**config.mk**
```make
export PLATFORM = sky130hd
export DESIGN_NAME = wine_conveyor_ctrl
export DESIGN_NICKNAME = d
export VERILOG_FILES = /design/src/rtl/wine_conveyor_ctrl.sv
export SDC_FILE = /design/constraint.sdc
export NUM_CORES = 1
export LEC_CHECK = 0
export ABC_AREA = 1
export BUFFER_PORTS_ARGS = -buffer_cell sky130_fd_sc_hd__clkbuf_2
export CORE_ASPECT_RATIO = 1.25
export CORE_MARGIN = 8
export CORE_UTILIZATION = 35
export CTS_BUF_LIST = sky130_fd_sc_hd__clkbuf_4 sky130_fd_sc_hd__clkbuf_8
export CTS_CLUSTER_SIZE = 30
export DETAILED_ROUTE_END_ITERATION = 10
export REMOVE_ABC_BUFFERS = 1
export SYNTH_ARGS = -nofsm -noshare
export SYNTH_HDL_FRONTEND = slang
export SYNTH_SLANG_ARGS = --single-unit
export TNS_END_PERCENT = 100
```
**constraint.sdc**
```tcl
create_clock -name clk -period 1.95 [get_ports clk]
set_clock_uncertainty 0.1 [all_clocks]
set_input_delay 0.585 -clock clk [delete_from_list [all_inputs] [get_ports clk]]
set_output_delay 0.585 -clock clk [all_outputs]
set_load 0.005 [all_outputs]
```
**src/rtl/wine_conveyor_ctrl.sv**
```systemverilog
// Wine bottling conveyor sequencer.
// Synchronises the start/stop buttons, the bottle sensor and the cork refill
// button, then steps each bottle through move -> fill -> cap. It also counts
// bottles per box and tracks cork stock.
// Optional jam watchdog on the MOVE state: define CONVEYOR_WATCHDOG_EN.
module wine_conveyor_ctrl #(
  parameter int FILL_TICKS   = 8,
  parameter int CAP_TICKS    = 3,
  parameter int BOX_SIZE     = 6,
  parameter int CORK_MAX     = 20,
  parameter int MOVE_TIMEOUT = 32
) (
  input  logic       clk,
  input  logic       rst_n,
  input  logic       slow_clk_en,
  input  logic       start_pb,
  input  logic       stop_pb,
  input  logic       bottle_sensor,
  input  logic       cork_refill,
  output logic       motor_on,
  output logic       valve_open,
  output logic       capper_on,
  output logic       box_done,
  output logic [3:0] bottle_count,
  output logic [4:0] cork_count,
  output logic       alarm_empty,
  output logic       alarm_jam,
  output logic [2:0] state
);

  typedef enum logic [2:0] {
    IDLE     = 3'd0,
    MOVE     = 3'd1,
    FILL     = 3'd2,
    CAP      = 3'd3,
    BOX_FULL = 3'd4,
    ALARM    = 3'd5
  } state_t;

  // The tick counter must be able to reach the longest interval of any state
  localparam int TMAX_FC = (FILL_TICKS > CAP_TICKS) ? FILL_TICKS : CAP_TICKS;
  localparam int TMAX    = (TMAX_FC > MOVE_TIMEOUT) ? TMAX_FC : MOVE_TIMEOUT;
  localparam int TW      = $clog2(TMAX + 1);

  localparam logic [TW-1:0] FILL_LAST = TW'(FILL_TICKS - 1);
  localparam logic [TW-1:0] CAP_LAST  = TW'(CAP_TICKS - 1);
  localparam logic [3:0]    BOX_LAST  = 4'(BOX_SIZE - 1);
  localparam logic [4:0]    CORK_FULL = 5'(CORK_MAX);

  state_t        cur_state, state_next;
  logic [TW-1:0] tick_cnt;
  logic          stop_req;

  // Input bit order: {cork_refill, bottle_sensor, stop_pb, start_pb}
  logic [3:0] raw_in, sync1, sync2, prev, ev;
  logic       start_ev, stop_ev, bottle_ev, refill_ev;

  logic fill_done, cap_done, stop_eff;
  logic cap_exit, empty_set, jam_set, alarm_clear;

  assign raw_in    = {cork_refill, bottle_sensor, stop_pb, start_pb};
  assign start_ev  = ev[0];
  assign stop_ev   = ev[1];
  assign bottle_ev = ev[2];
  assign refill_ev = ev[3];

  // Two-flop synchroniser, then a registered rising-edge detector
  always_ff @(posedge clk or negedge rst_n) begin
    if (!rst_n) begin
      sync1 <= '0;
      sync2 <= '0;
      prev  <= '0;
      ev    <= '0;
    end else begin
      sync1 <= raw_in;
      sync2 <= sync1;
      prev  <= sync2;
      ev    <= sync2 & ~prev;
    end
  end

  // Slow-tick counter; restarts at every state entry
  always_ff @(posedge clk or negedge rst_n) begin
    if (!rst_n) begin
      tick_cnt <= '0;
    end else if (state_next != cur_state) begin
      tick_cnt <= '0;
    end else if (slow_clk_en) begin
      tick_cnt <= tick_cnt + 1'b1;
    end
  end

  assign fill_done = slow_clk_en && (tick_cnt == FILL_LAST);
  assign cap_done  = slow_clk_en && (tick_cnt == CAP_LAST);
  // A stop that arrives in the exit clock itself still counts as a request
  assign stop_eff  = stop_req | stop_ev;

`ifdef CONVEYOR_WATCHDOG_EN
  localparam logic [TW-1:0] MOVE_LAST = TW'(MOVE_TIMEOUT - 1);
  logic move_timeout;
  assign move_timeout = slow_clk_en && (tick_cnt == MOVE_LAST);
`endif

  // Next-state decode plus the side effects that depend on the transition
  always_comb begin
    state_next  = cur_state;
    cap_exit    = 1'b0;
    empty_set   = 1'b0;
    jam_set     = 1'b0;
    alarm_clear = 1'b0;
    case (cur_state)
      IDLE: begin
        if (start_ev && !stop_ev) begin
          if (cork_count != 5'd0) begin
            state_next = MOVE;
          end else begin
            state_next = ALARM;
            empty_set  = 1'b1;
          end
        end
      end
      MOVE: begin
        if (stop_ev) begin
          state_next = IDLE;
        end else if (bottle_ev) begin
          state_next = FILL;
        end
`ifdef CONVEYOR_WATCHDOG_EN
        else if (move_timeout) begin
          state_next = ALARM;
          jam_set    = 1'b1;
        end
`endif
      end
      FILL: begin
        if (fill_done) state_next = CAP;
      end
      CAP: begin
        if (cap_done) begin
          cap_exit = 1'b1;
          if (bottle_count == BOX_LAST) begin
            state_next = BOX_FULL;
          end else if (cork_count <= 5'd1) begin
            state_next = ALARM;
            empty_set  = 1'b1;
          end else if (stop_eff) begin
            state_next = IDLE;
          end else begin
            state_next = MOVE;
          end
        end
      end
      BOX_FULL: begin
        if (cork_count == 5'd0) begin
          state_next = ALARM;
          empty_set  = 1'b1;
        end else if (stop_eff) begin
          state_next = IDLE;
        end else begin
          state_next = MOVE;
        end
      end
      ALARM: begin
        if (refill_ev) begin
          state_next  = IDLE;
          alarm_clear = 1'b1;
        end
`ifdef CONVEYOR_WATCHDOG_EN
        else if (alarm_jam && start_ev) begin
          state_next  = IDLE;
          alarm_clear = 1'b1;
        end
`endif
      end
      default: state_next = IDLE;
    endcase
  end

  // State register and Moore outputs, decoded from the next state so that
  // outputs change in the same clock as the state
  always_ff @(posedge clk or negedge rst_n) begin
    if (!rst_n) begin
      cur_state   <= IDLE;
      motor_on    <= 1'b0;
      valve_open  <= 1'b0;
      capper_on   <= 1'b0;
      box_done    <= 1'b0;
      alarm_empty <= 1'b0;
    end else begin
      cur_state   <= state_next;
      motor_on    <= (state_next == MOVE);
      valve_open  <= (state_next == FILL);
      capper_on   <= (state_next == CAP);
      box_done    <= (state_next == BOX_FULL);
      alarm_empty <= empty_set | (alarm_empty & ~alarm_clear & (state_next == ALARM));
    end
  end

`ifdef CONVEYOR_WATCHDOG_EN
  // Jam alarm holds until a refill or start releases the ALARM state
  always_ff @(posedge clk or negedge rst_n) begin
    if (!rst_n) begin
      alarm_jam <= 1'b0;
    end else begin
      alarm_jam <= jam_set | (alarm_jam & ~alarm_clear & (state_next == ALARM));
    end
  end
`else
  assign alarm_jam = 1'b0;
`endif

  // Pending stop: lets the current bottle finish before halting
  always_ff @(posedge clk or negedge rst_n) begin
    if (!rst_n) begin
      stop_req <= 1'b0;
    end else if (state_next == IDLE) begin
      stop_req <= 1'b0;
    end else if (stop_ev && (cur_state == FILL || cur_state == CAP ||
                             cur_state == BOX_FULL)) begin
      stop_req <= 1'b1;
    end
  end

  // Bottle-per-box counter; holds BOX_SIZE for the single BOX_FULL clock
  always_ff @(posedge clk or negedge rst_n) begin
    if (!rst_n) begin
      bottle_count <= '0;
    end else if (cap_exit) begin
      bottle_count <= bottle_count + 4'd1;
    end else if (cur_state == BOX_FULL) begin
      bottle_count <= '0;
    end
  end

  // Cork stock: a refill takes priority over a simultaneous consumption
  always_ff @(posedge clk or negedge rst_n) begin
    if (!rst_n) begin
      cork_count <= CORK_FULL;
    end else if (refill_ev) begin
      cork_count <= CORK_FULL;
    end else if (cap_exit && cork_count != 5'd0) begin
      cork_count <= cork_count - 5'd1;
    end
  end

  assign state = cur_state;

endmodule

```
# Word-level counts from Yosys, hierarchy flattened
# Cells that the tools add are included.
dict set report word_totals {
  regBits 40
  input_bits 7
  output_inout_bits 18
  elab_cells 86
}
dict set report op_classes {
  addsub 3
  magnitude_cmp 1
  n_eq_ne 14
  muxes 31
  bitwise 7
  n_reduce_logical 16
}
# op count
set ops {}
lappend ops {{$mux 3} 10}
lappend ops {{$pmux 3 s6} 1}
lappend ops {{$mux 1} 13}
lappend ops {{$eq 3x2->1 const B} 4}
lappend ops {{$eq 3x3->1 const B} 4}
lappend ops {{$mux 6} 2}
lappend ops {{$mux 5} 2}
lappend ops {{$mux 4} 2}
lappend ops {{$reduce_bool 2->1} 4}
lappend ops {{$add 6x1->6 const B} 1}
lappend ops {{$eq 3x1->1 const B} 2}
lappend ops {{$eq 6x2->1 const B} 1}
lappend ops {{$eq 6x3->1 const B} 1}
lappend ops {{$logic_not 3->1} 2}
lappend ops {{$le 5x1->1 const B} 1}
lappend ops {{$logic_and 1x1->1} 5}
lappend ops {{$logic_not 5->1} 1}
lappend ops {{$reduce_bool 5->1} 1}
lappend ops {{$sub 5x1->5 const B} 1}
lappend ops {{$add 4x1->4 const B} 1}
lappend ops {{$and 4x4->4} 1}
lappend ops {{$eq 4x3->1 const B} 1}
lappend ops {{$not 4->4} 1}
lappend ops {{$ne 3x3->1} 1}
lappend ops {{other kinds (6)} 9}

# Depth between registers and ports, before layout
# Gate-level depths: netlist of run 1.
dict set report logic_depth {
  ltp_word 9
  ltp_mapped 13
  depth_no_buf 13
}

# Worst setup path before layout of run 1
# OpenSTA, ideal clock, no wires.
dict set report synth_path {
  path_kind {register -> register}
  from {register tick_cnt[0]}
  to {register tick_cnt[1]}
  setup_ps 122
  arrival_time_ps 1499
  required_time_ps 1728
  path_slack_ps 228
  path_stages_with_launch 14
  n_path_buf 0
  period_less_slack_ps 1722
  path_cell_list {dfrtp_1 > inv_1 > ha_1 > inv_1 > nor2_1 > nand3_4 > nand2_2 > nand2_2 > nor2_4 > nand3_4 > nand2_2 > nand2_2 > nand2_4 > nor2_2}
}
dict set report synth_via {
  elab_chain_cells 6
  word_cells_on_any_way 12
  cone_classes {1 x add/sub; 3 x eq/ne; 5 x mux; 3 x reduce/logical}
}
# item line_no
set synth_lines {}
lappend synth_lines {{start: declaration} 51} ;# logic [TW-1:0] tick_cnt;
lappend synth_lines {{start signal: assignment} 89} ;# tick_cnt <= tick_cnt + 1'b1;
lappend synth_lines {{$eq 6x2->1 / $eq 6x3->1 (equally long branches)} {94, 93}}
lappend synth_lines {{$logic_and 1x1->1 (on tied branches)} {94, 93}}
lappend synth_lines {{$mux 3 (on tied branches)} {139, 136}}
lappend synth_lines {{$pmux 3 s6 (*)} 111} ;# case (cur_state)
lappend synth_lines {{named net state_next[0]} 50} ;# state_t cur_state, state_next;
lappend synth_lines {{$ne 3x3->1 (*)} 86} ;# end else if (state_next != cur_state) begin
lappend synth_lines {{$mux 6 / $reduce_bool 2->1 (equally long branches)} n/a}
# Mark *: on every way through the listed nets, which the timed path passes. The rest lies on a longest branch. The select of a mux whose other input is x is not followed.
# A chain may end at the register's enable or synchronous reset.

# Worst setup path in the final report of run 1
dict set report layout_path {
  from {register tick_cnt[0]}
  to {register tick_cnt[1]}
}
dict set report layout_via {
  elab_chain_cells 6
  word_cells_on_any_way 12
  cone_classes {1 x add/sub; 3 x eq/ne; 5 x mux; 3 x reduce/logical}
}
# item line_no
set layout_lines {}
lappend layout_lines {{$eq 6x2->1 / $eq 6x3->1 (equally long branches)} {94, 93}}
lappend layout_lines {{$logic_and 1x1->1 (on tied branches)} {94, 93}}
lappend layout_lines {{$mux 3 (on tied branches)} {139, 136}}
lappend layout_lines {{$pmux 3 s6} 111}
lappend layout_lines {{$ne 3x3->1} 86}
lappend layout_lines {{$mux 6 / $reduce_bool 2->1 (equally long branches)} n/a}
# Several ways; a longest one is shown, not always the timed one. The select of a mux whose other input is x is not followed.

==> results of run 1 <==
sequential cells by signal, indices dropped and copies added (netlist names), 3 cells and up:
signal and cells:
tick_cnt 6, ev 4, prev 4, bottle_count 4, sync1 4, state 3, sync2 4, cork_count 5
power groups by stage:
stage / clock network, mW / logic (mW) / registers (mW)
after floorplan: 0 / 0.512 / 1.07
after global placement: 0 / 0.751 / 1.08
after detailed placement: 0 / 0.759 / 1.08
after CTS: 0.719 / 0.760 / 1.07
after global routing: 0.762 / 0.940 / 1.09
final: 0.689 / 0.826 / 1.07
through the flow:
step / TNS, ns / setup slack [ns] / cells / hold slack [ns]
2_1_floorplan: 0 / 0.228 / 198 / 0.189
3_3_place_gp: 0 / 0.0771 / 291 / 0.232
3_5_place_dp: 0 / 0.0240 / 291 / 0.237
4_1_cts: 0 / 0.0235 / 299 / 0.158
5_1_grt: -0.00686 / -0.00686 / 303 / 0.168
6_report: 0 / 0.130 / 303 / 0.145
kinds of logic (layout without fill, tap and decap cells):
logic type	Yosys count	in the layout	synth area share (%)
AOI/OAI and AO/OA	18	18	5.32
other	1	1	0.197
adders and majority gates	7	7	4.60
and+or+nand+nor	95	95	27.7
xor gates and xnor gates	7	7	3.22
buffers and inverters	31	71	6.30
DFF	40	40	52.7
Yosys cell counts (all sizes together):
master | number | area [um2]
nor3 | 2 | 10.0
a21oi | 3 | 15.0
or2 | 2 | 12.5
o22ai | 2 | 12.5
nor3b | 1 | 7.51
a211oi | 1 | 7.51
nand4 | 2 | 12.5
o21ai | 9 | 45.0
dfstp | 2 | 52.6
dfrtp | 38 | 951
nand2 | 37 | 169
nand3 | 17 | 128
o21bai | 2 | 15.0
xnor2 | 2 | 17.5
a31oi | 1 | 6.26
xor2 | 5 | 43.8
conb | 1 | 3.75
buf | 1 | 7.51
inv | 30 | 113
ha | 7 | 87.6
nor2 | 34 | 189
how the worst min path moves through the flow:
stage	from	to	slack, ns	cells past startpoint
after floorplan	rst_n	alarm_empty	0.19	0
after global placement	sync1[2]	sync2[2]	0.23	0
after detailed placement	sync1[2]	sync2[2]	0.24	0
after CTS	rst_n	tick_cnt[0]	0.16	1
after global routing	rst_n	cork_count[3]	0.17	1
final	rst_n	cork_count[3]	0.15	1
repair_timing:
| item | in CTS | in global routing |
|---|---|---|
| setup buffers | 0 | 4 |
| setup endpoints to repair | 0 | 11 |
| resized for setup | 0 | 12 |
area by class of cell:
class / instances / share of cell area (%)
multi-input cells: 128 / 35.3
clock inverters: 3 / 2.03
repair buffers: 33 / 8.65
inverters: 30 / 4.81
clock buffers: 5 / 2.94
flip-flops and latches: 40 / 42.8
well taps: 64 / 3.42
metal layers:
| metal | up-vias | share of wire [%] |
|---|---|---|
| li1 | 696 | - |
| met1 | 644 | 43 |
| met2 | 25 | 50 |
| met3 | 5 | 5.9 |
| met4 | 0 | 0.96 |
| met5 | - | 0 |
==> summary.md, run 1 <==
| Metric | Value |
|---|---|
| Outcome | completed |
| FF-to-FF Start | tick_cnt[0] |
| Hold_buf cts | 0 |
| Fmax | 549 MHz |
| Most frequent cells in the layout | dfrtp_1 (38), nand2_1 (27), inv_1 (24), clkbuf_2 (23), nor2_1 (20) |
| Global-route met3 utilization | 3.19% |
| Post-DP HPWL | between 2000 and 3000 um |
| CP Launch Type | register |
| Final net count | 252 |
| Number of H-tree levels | 2 |
| CTS tree | built |
| Crit-path cells | inv_2 -> ha_4 -> inv_2 -> nor2_4 -> nand3_4 -> nor2_8 -> nand2_4 -> nand2_1 -> nand2_1 -> nand2_2 -> nor2_4 -> nand2_4 -> nor2_2 |
| Met2 usage | between 15 and 20% |
| CP Max Fanout | 6 |
| Commonest non-fill, non-tap cell in the layout | dfrtp_1 |
| Mapped Area | 0.00191 mm2 |
| Post-route ant nets | 0 |
| Clock power share | 26.7% |
| Critical Path RT | 2.03 ns |
| Grt total ovfl | 0 |
| Row cnt | 30 |
| IO Count | 25 |
| Period utilization | 93.3% |
| Die height | 98.5 um |
| Port Buffers | 23 |
| Initial antenna violation count | 0 |
| Root Buffer | clkbuf_8 |
| Reg power frac | between 40 and 50% |
| Final WL | 3530 um |
| End of the critical path | tick_cnt[1] |
| Final core utilization | 43.9% |
| Final setup fails | 0 |
| Max IR drop VDD | 392 uV |
| DIE AREA | between 0.008 and 0.009 mm2 |
| Ys Warns | 0 |
| PwrDens | 1100 mW/mm2 |
| Logic pwr share | 32.0% |
| Switch Pwr | 0.894 mW |
| Hold Path Class | in2async |
| LEAKAGE | 1.21 nW |
| Sw Share | 34.6% |
| Share of layout cells above drive strength 1 | 33.9% |
| Ant. Diodes | 0 |
| Multi-input logic area | 827 um2 |
| First-pass GRT wire length | 6240 um |
| Worst Setup End Kind | register |
| Post-DP Area | 0.00215 mm2 |
| Gp weighted congestion | 0.811 |
| Initial core utilization | 35.8% |
| R2r endpoint | tick_cnt[1] |
| CP arrival | 1.90 ns |
| Die Width | 82.0 um |
| Hold Fails Final Rpt | 0 |
| Number of global-route vias before repair | 1,429 |
| Levels on crit path | 13 |
| Slowest CP cell | dfrtp_1 |
| CP startpoint | tick_cnt[0] |
| Pin count of the biggest net entering global routing | 24 |
| Most Crowded Layer GR | met2 |
| Clock sink total | 40 |
| Max_slew headroom | 65.7% |
| Met1 Usage GRT | 11.0% |
| P_int | between 1.5 and 2 mW |
| Via density | 4.52 |
| GR Util All Layers | 9.75% |
| Drt first pass iters | 4 |
| FF-to-FF path depth | 13 |
| Mapped Cells | 199 |
| Yosys cell types | 30 |
| DRC Markers | 0 |
| Cell family with most CP delay | simple AND/OR/NAND/NOR gates |
| Post-layout min period | 1.82 ns |
| FF/Latch Area | 0.00100 mm2 |
| Iter 0 DRT Violations | 48 |
| Buf+Inv Stages, Crit Path | 2 |
| Crit path kind | reg2reg |
| Max incr delay on CP | 0.40 ns |
| Count of max-cap constraint violations | 0 |
| Filler Cells Inserted | 549 |
| Wirelength per Cell | 11.7 um |
| Clk buf depth | 2 |
| Worst-path clk slew | about 0.08 ns |
| Core area | 0.00533 mm2 |
| Vias | approximately 1,400 |
| Fin. max-slew vios | 0 |
| Worst-Margin Slew | 0.514 ns |
| R2R setup slack | 0.13 ns |
| Synthesis-stage register bit count | 40 |
| Total power | 2.58 mW |
| Seq/Total Area, Yosys | between 50% and 60% |
| P&R area growth vs syn | 22.9% |
| Finished Cell Area | 0.00234 mm2 |
| Syn_area_per_cell | 9.58 um2 |
| Total CTS buffers | 5 |
| Worst-Skew Late Latency | between 0.2 and 0.3 ns |
Note: power is estimated with default switching activity, not from simulation.
==> run 2: changes to the inputs <==
CELL_PAD_IN_SITES_DETAIL_PLACEMENT = 1   (was default)
CELL_PAD_IN_SITES_GLOBAL_PLACEMENT = 2   (was default)
PLACE_DENSITY_LB_ADDON = 0.1   (was default)
==> run 2 against run 1 <==
Flip-flop and latch count unchanged. Clock power decreased by 16%. Combinational power decreased by 6.2%. Sequential power about the same. Routed wire length increased by 22%. Final area decreased by 3.3%. Cell count decreased by 0.99%. Critical path depth unchanged. Register-to-register slack improved by 0.03 ns. Largest power group unchanged.
==> summary.md, run 2 (synthesis gave the netlist of run 1 again) <==
| Metric | Value |
|---|---|
| Outcome | completed (unchanged) |
| Wirelength per Cell | 14.3 um (was 11.7 um) |
| Initial antenna violation count | 0 (unchanged) |
| Ant. Diodes | 0 (unchanged) |
| Share of layout cells above drive strength 1 | 30.9% (was 33.9%) |
| Die Width | 82.0 um (unchanged) |
| Max incr delay on CP | 0.39 ns (was 0.40 ns) |
| Worst-Skew Late Latency | 0.29 ns (about the same) |
| Top flop regs | tick_cnt (6), cork_count (5) (unchanged) |
| Row cnt | 30 (unchanged) |
| Number of global-route vias before repair | 1,582 (was 1,429) |
| Hold Path Class | in2async (unchanged) |
| PwrDens | 1070 mW/mm2 (was 1100 mW/mm2) |
| DRC Markers | 0 (unchanged) |
| R2R setup slack | 0.16 ns (was 0.13 ns) |
| Final WL | 4300 um (was 3530 um) |
| Biggest register | tick_cnt (unchanged) |
| Worst Setup End Kind | register (unchanged) |
| Number of H-tree levels | 2 (unchanged) |
| FF-to-FF Start | tick_cnt[0] (unchanged) |
| Commonest non-fill, non-tap cell in the layout | dfrtp_1 (unchanged) |
| Crit-path cells | inv_1 -> ha_1 -> inv_1 -> nor2_2 -> nand3_4 -> nand2_2 -> nand2_2 -> nor2_4 -> nand3_4 -> nand2_2 -> nand2_2 -> nand2_4 -> nor2_2 (was inv_2 -> ha_4 -> inv_2 -> nor2_4 -> nand3_4 -> nor2_8 -> nand2_4 -> nand2_1 -> nand2_1 -> nand2_2 -> nor2_4 -> nand2_4 -> nor2_2) |
| R2r endpoint | tick_cnt[2] (was tick_cnt[1]) |
| Fmax | 559 MHz (was 549 MHz) |
| FF-to-FF path depth | 13 (unchanged) |
| Place WS | 0.0280 ns (was 0.0240 ns) |
| Multi-input logic area | 792 um2 (was 827 um2) |
| Logic pwr share | 32.0% (about the same) |
| Most frequent cells in the layout | dfrtp_1 (38), nand2_1 (29), inv_1 (26), clkbuf_2 (23), nor2_1 (19) (was dfrtp_1 (38), nand2_1 (27), inv_1 (24), clkbuf_2 (23), nor2_1 (20)) |
| Crit-path most repeated cell | nand2_2 |
| Max FFs per register | 6 (unchanged) |
| Hold Fails Final Rpt | 0 (unchanged) |
| Gp weighted congestion | 0.840 (was 0.811) |
| FF/Latch Area | 0.00100 mm2 (unchanged) |
| CP Launch Type | register (unchanged) |
| Hold WS | 0.164 ns (was 0.145 ns) |
| Drt first pass iters | 4 (unchanged) |
| Cell Count Post-Placement | 291 (unchanged) |
| Final net count | 249 (was 252) |
| Filler Cells Inserted | 637 (was 549) |
| Die height | 98.5 um (unchanged) |
| Count of max-cap constraint violations | 0 (unchanged) |
| Cell family with most CP delay | simple AND/OR/NAND/NOR gates (unchanged) |
| CTS tree | built (unchanged) |
| Post-layout min period | 1.79 ns (was 1.82 ns) |
| CP Max Fanout | 6 (unchanged) |
| Total CTS buffers | 5 (unchanged) |
| Final setup fails | 0 (unchanged) |
| Root Buffer | clkbuf_8 (unchanged) |
| Reg power frac | 44.2% (was 41.3%) |
| Fin. max-slew vios | 0 (unchanged) |
| Port Buffers | 23 (unchanged) |
| IO Count | 25 (unchanged) |
| Period utilization | 91.8% (was 93.3%) |
| CP arrival | 1.87 ns (was 1.90 ns) |
| Setup ws final | 0.161 ns (was 0.130 ns) |
| First-pass GRT wire length | 7360 um (was 6240 um) |
| P_int | 1.54 mW (was 1.69 mW) |
| Sw Share | 36.5% (was 34.6%) |
| Slowest CP cell | dfrtp_1 (unchanged) |
| Vias | 1,409 (was 1,370) |
| Switch Pwr | 0.882 mW (was 0.894 mW) |
| Buf+Inv Stages, Crit Path | 2 (unchanged) |
| Post-route ant nets | 0 (unchanged) |
| Crit path kind | reg2reg (unchanged) |
| Grt total ovfl | 0 (unchanged) |
| Clock power share | 23.8% (was 26.7%) |
| Core area | 0.00533 mm2 (unchanged) |
| P&R area growth vs syn | 18.9% (was 22.9%) |
| LEAKAGE | 1.18 nW (was 1.21 nW) |
| DIE AREA | 0.00808 mm2 (unchanged) |
| GR Util All Layers | 11.8% (was 9.75%) |
| Initial core utilization | 35.8% (unchanged) |
| Via density | 4.70 (was 4.52) |
| Post-DP HPWL | 3450 um (was 2660 um) |
| Worst-path clk slew | 0.08 ns (about the same) |
| Clk buf depth | 2 (unchanged) |
| Clock sink total | 40 (unchanged) |
| Total power | 2.42 mW (was 2.58 mW) |
| Pin count of the biggest net entering global routing | 23 (was 24) |
| Worst-Margin Slew | 0.556 ns (was 0.514 ns) |
| Finished Layout Cells | 300 (was 303) |
| Critical Path RT | 2.03 ns (about the same) |
| Iter 0 DRT Violations | 36 (was 48) |
| Setup TNS | 0 ns (unchanged) |
| Max_slew headroom | 63.0% (was 65.7%) |
| Max IR drop VDD | 543 uV (was 392 uV) |
| RSZ-0062 raised after global routing | false |
## run 2: cell count changes in the layout (fill, tap and decap cells not counted), moves of 2 or more
cell,change
buf_4,-3
ha_1,+2
clkinvlp_4,+2
inv_2,-2
inv_1,+2
nand2_4,-2
clkinv_4,-2
nand2_1,+2
## run 2: worst max-delay path by stage
stage             startpoint          end  slack, ns  cells past startpoint
2_1_floorplan    tick_cnt[0]  tick_cnt[1]       0.23                     13
4_1_cts        cork_count[1]  tick_cnt[2]       0.04                     11
5_1_grt          tick_cnt[0]  tick_cnt[4]      0.002                     13
3_3_place_gp     slow_clk_en  tick_cnt[2]       0.08                     11
3_5_place_dp     slow_clk_en  tick_cnt[2]       0.03                     12
6_report         tick_cnt[0]  tick_cnt[2]       0.16                     13
## run 2: layout make-up
type	instances	area share [%]
flip-flops and latches	40	44.3
multi-input cells	128	35.0
repair buffers	30	7.95
inverters	30	4.97
clock buffers	6	3.64
well taps	64	3.53
clock inverters	2	0.663
## run 2: routing by layer
layer | wire length, um | global-route usage [%] | vias up
met5 | 0 | 0 | -
met4 | 56 | 3.79 | 0
met3 | 192 | 3.64 | 5
met2 | 2290 | 20.5 | 20
met1 | 1760 | 12.9 | 696
li1 | - | - | 688
## run 2: metrics by stage
stage | utilization (%) | instance area (um2)
detailed placement | 40.4 | 2150
global placement | 40.4 | 2150
CTS | 42.2 | 2250
finish | 42.5 | 2270
global route | 42.5 | 2270
floorplan | - | 1900
## run 2: power by group through the flow
stage / sequential (mW) / combinational, mW / clock (mW)
after global routing: 1.09 / 0.878 / 0.638
after detailed placement: 1.09 / 0.791 / 0
after floorplan: 1.07 / 0.512 / 0
final: 1.07 / 0.775 / 0.576
after CTS: 1.07 / 0.795 / 0.607
after global placement: 1.08 / 0.762 / 0
## run 2: repair_timing
action,4_1_cts,5_1_grt
resized for setup,0,3
hold buffers,0,0
buffers inserted,0,1
endpoints found under the setup margin,0,7
==> run 3: changes to the inputs <==
RECOVER_POWER = 100   (was default)
==> run 3 against run 2 <==
Global-route usage stayed put. Critical path depth is 2 lower. Sequential power hardly changed. Critical path type unchanged. Critical endpoint is now cork_count[4]. Largest cell class unchanged. Largest power group unchanged.
==> summary.md, run 3 (synthesis gave the netlist of run 1 again) <==
| Metric | Value |
|---|---|
| First-pass GRT wire length | 7360 um (unchanged) |
| Period utilization | 92.0% (was 91.8%) |
| FF-to-FF Start | tick_cnt[0] (unchanged) |
| Post-route ant nets | 0 (unchanged) |
| Vias | 1,403 (was 1,409) |
| Setup TNS | 0 ns (unchanged) |
| Hold WS | 0.252 ns (was 0.164 ns) |
| Final WL | 4290 um (was 4300 um) |
| CTS tree | built (unchanged) |
| Switch Pwr | 0.880 mW (was 0.882 mW) |
| Cell family with most CP delay | simple AND/OR/NAND/NOR gates (unchanged) |
| Die height | 98.5 um (unchanged) |
| Share of layout cells above drive strength 1 | 26.3% (was 30.9%) |
| Count of max-cap constraint violations | 0 (unchanged) |
| GR Util All Layers | 11.8% (unchanged) |
| Hold Fails Final Rpt | 0 (unchanged) |
| Worst-Skew Late Latency | 0.29 ns (about the same) |
| Cell Count Post-Placement | 291 (unchanged) |
| Hold path depth | 0 |
| Outcome | completed (unchanged) |
| Initial core utilization | 35.8% (unchanged) |
| Clock sink total | 40 (unchanged) |
| Commonest non-fill, non-tap cell in the layout | dfrtp_1 (unchanged) |
| Buf+Inv Stages, Crit Path | 2 (unchanged) |
| Number of H-tree levels | 2 (unchanged) |
| Worst-path clk slew | 0.08 ns (about the same) |
| Clk buf depth | 2 (unchanged) |
| CP Max Fanout | 6 (unchanged) |
| R2R setup slack | 0.16 ns (about the same) |
| Finished Layout Cells | 300 (unchanged) |
| DRC Markers | 0 (unchanged) |
| Port Buffers | 23 (unchanged) |
| Clock power share | 23.9% (was 23.8%) |
| Top flop regs | tick_cnt (6), cork_count (5) (unchanged) |
| FF-to-FF path depth | 11 (was 13) |
| Hold Path Class | reg2reg (was in2async) |
| Worst Setup End Kind | register (unchanged) |
| LEAKAGE | 1.15 nW (was 1.18 nW) |
| Ant. Diodes | 0 (unchanged) |
| P&R area growth vs syn | 18.1% (was 18.9%) |
| Fmax | 558 MHz (was 559 MHz) |
| P_int | 1.53 mW (was 1.54 mW) |
| RSZ-0062 raised after global routing | false (unchanged) |
| Iter 0 DRT Violations | 36 (unchanged) |
| R2r endpoint | cork_count[4] (was tick_cnt[2]) |
| Logic pwr share | 31.7% (was 32.0%) |
| Final setup fails | 0 (unchanged) |
| Worst-Margin Slew | 1.18 ns (was 0.556 ns) |
| Drt first pass iters | 4 (unchanged) |
| Crit-path cells | inv_1 -> ha_1 -> inv_1 -> nor2_2 -> nand3_4 -> nor2_8 -> nand2_1 -> nor2_2 -> nand3_1 -> a21oi_1 -> o21ai_1 (was inv_1 -> ha_1 -> inv_1 -> nor2_2 -> nand3_4 -> nand2_2 -> nand2_2 -> nor2_4 -> nand3_4 -> nand2_2 -> nand2_2 -> nand2_4 -> nor2_2) |
| Post-DP HPWL | 3450 um (unchanged) |
| Total CTS buffers | 5 (unchanged) |
| Pin count of the biggest net entering global routing | 23 (unchanged) |
| Core area | 0.00533 mm2 (unchanged) |
| Post-layout min period | 1.79 ns (about the same) |
| Total power | 2.41 mW (was 2.42 mW) |
| Initial antenna violation count | 0 (unchanged) |
| CP arrival | 1.91 ns (was 1.87 ns) |
| Fin. max-slew vios | 0 (unchanged) |
| Hold_buf cts | 0 (unchanged) |
| Max incr delay on CP | 0.39 ns (about the same) |
| Sw Share | 36.6% (was 36.5%) |
| Multi-input logic area | 790 um2 (was 792 um2) |
| Wirelength per Cell | 14.3 um (about the same) |
| Hold Startpoint | sync1[3] |
| Gp weighted congestion | 0.840 (unchanged) |
| Number of global-route vias before repair | 1,582 (unchanged) |
| Row cnt | 30 (unchanged) |
| Max IR drop VDD | 543 uV (about the same) |
| Die Width | 82.0 um (unchanged) |
| Grt total ovfl | 0 (unchanged) |
| Reg power frac | 44.3% (was 44.2%) |
| CP Launch Type | register (unchanged) |
| FF/Latch Area | 0.00100 mm2 (unchanged) |
| Max FFs per register | 6 (unchanged) |
| Max_slew headroom | 21.2% (was 63.0%) |
| Critical Path RT | 2.07 ns (was 2.03 ns) |
| IO Count | 25 (unchanged) |
| DIE AREA | 0.00808 mm2 (unchanged) |
| Via density | 4.68 (was 4.70) |
| PwrDens | 1070 mW/mm2 (about the same) |
| Most frequent cells in the layout | dfrtp_1 (38), nand2_1 (30), inv_1 (26), nor2_1 (19), clkbuf_2 (16) (was dfrtp_1 (38), nand2_1 (29), inv_1 (26), clkbuf_2 (23), nor2_1 (19)) |
| Worst hold path endpoint | sync2[3] |
| Slowest CP cell | dfrtp_1 (unchanged) |
| Filler Cells Inserted | 643 (was 637) |
| Final net count | 249 (unchanged) |
| Biggest register | tick_cnt (unchanged) |
| Crit path kind | reg2reg (unchanged) |
| Root Buffer | clkbuf_8 (unchanged) |
## run 3: how the worst max path moves through the flow
stage	startpoint	end	slack, ns	cells after the start
2_1_floorplan	tick_cnt[0]	tick_cnt[1]	0.23	13
3_3_place_gp	slow_clk_en	tick_cnt[2]	0.08	11
3_5_place_dp	slow_clk_en	tick_cnt[2]	0.03	12
4_1_cts	cork_count[1]	tick_cnt[2]	0.04	11
5_1_grt	tick_cnt[0]	tick_cnt[4]	0.002	13
6_report	tick_cnt[0]	cork_count[4]	0.16	11
## run 3: per-stage QoR
stage                     setup WS, ns  util, %  cell area (um2)
after floorplan                  0.228        -             1900
after global placement          0.0758     40.4             2150
after detailed placement        0.0280     40.4             2150
after CTS                       0.0372     42.2             2250
after global routing           0.00222     42.2             2250
final                            0.157     42.2             2250
## run 3: cell type report
cell class,instances,area share [%]
Clock buffer,6,3.67
Clock inverter,2,0.667
Inverter,30,5.00
Multi-Input combinational cell,128,35.1
Sequential cell,40,44.6
Tap cell,64,3.56
Timing Repair Buffer,30,7.45
## run 3: power by group through the flow
| stage | Clock, mW | Combinational, mW | Sequential (mW) |
|---|---|---|---|
| 2_1_floorplan | 0 | 0.512 | 1.07 |
| 3_3_place_gp | 0 | 0.762 | 1.08 |
| 3_5_place_dp | 0 | 0.791 | 1.09 |
| 4_1_cts | 0.607 | 0.795 | 1.07 |
| 5_1_grt | 0.638 | 0.869 | 1.09 |
| 6_report | 0.576 | 0.763 | 1.07 |
## run 3: timing repair
| item | 4_1_cts | 5_1_grt |
|---|---|---|
| setup endpoints to repair | 0 | 7 |
| gates resized for setup | 0 | 3 |
| setup buffers | 0 | 1 |
## run 3: layer usage
layer	part of all wire, %	vias up	track usage [%]	wire (um)
li1	-	688	-	-
met1	41	690	12.9	1760
met2	53	20	20.5	2290
met3	4.5	5	3.64	195
met4	1.3	0	3.79	56
met5	0	-	0	0
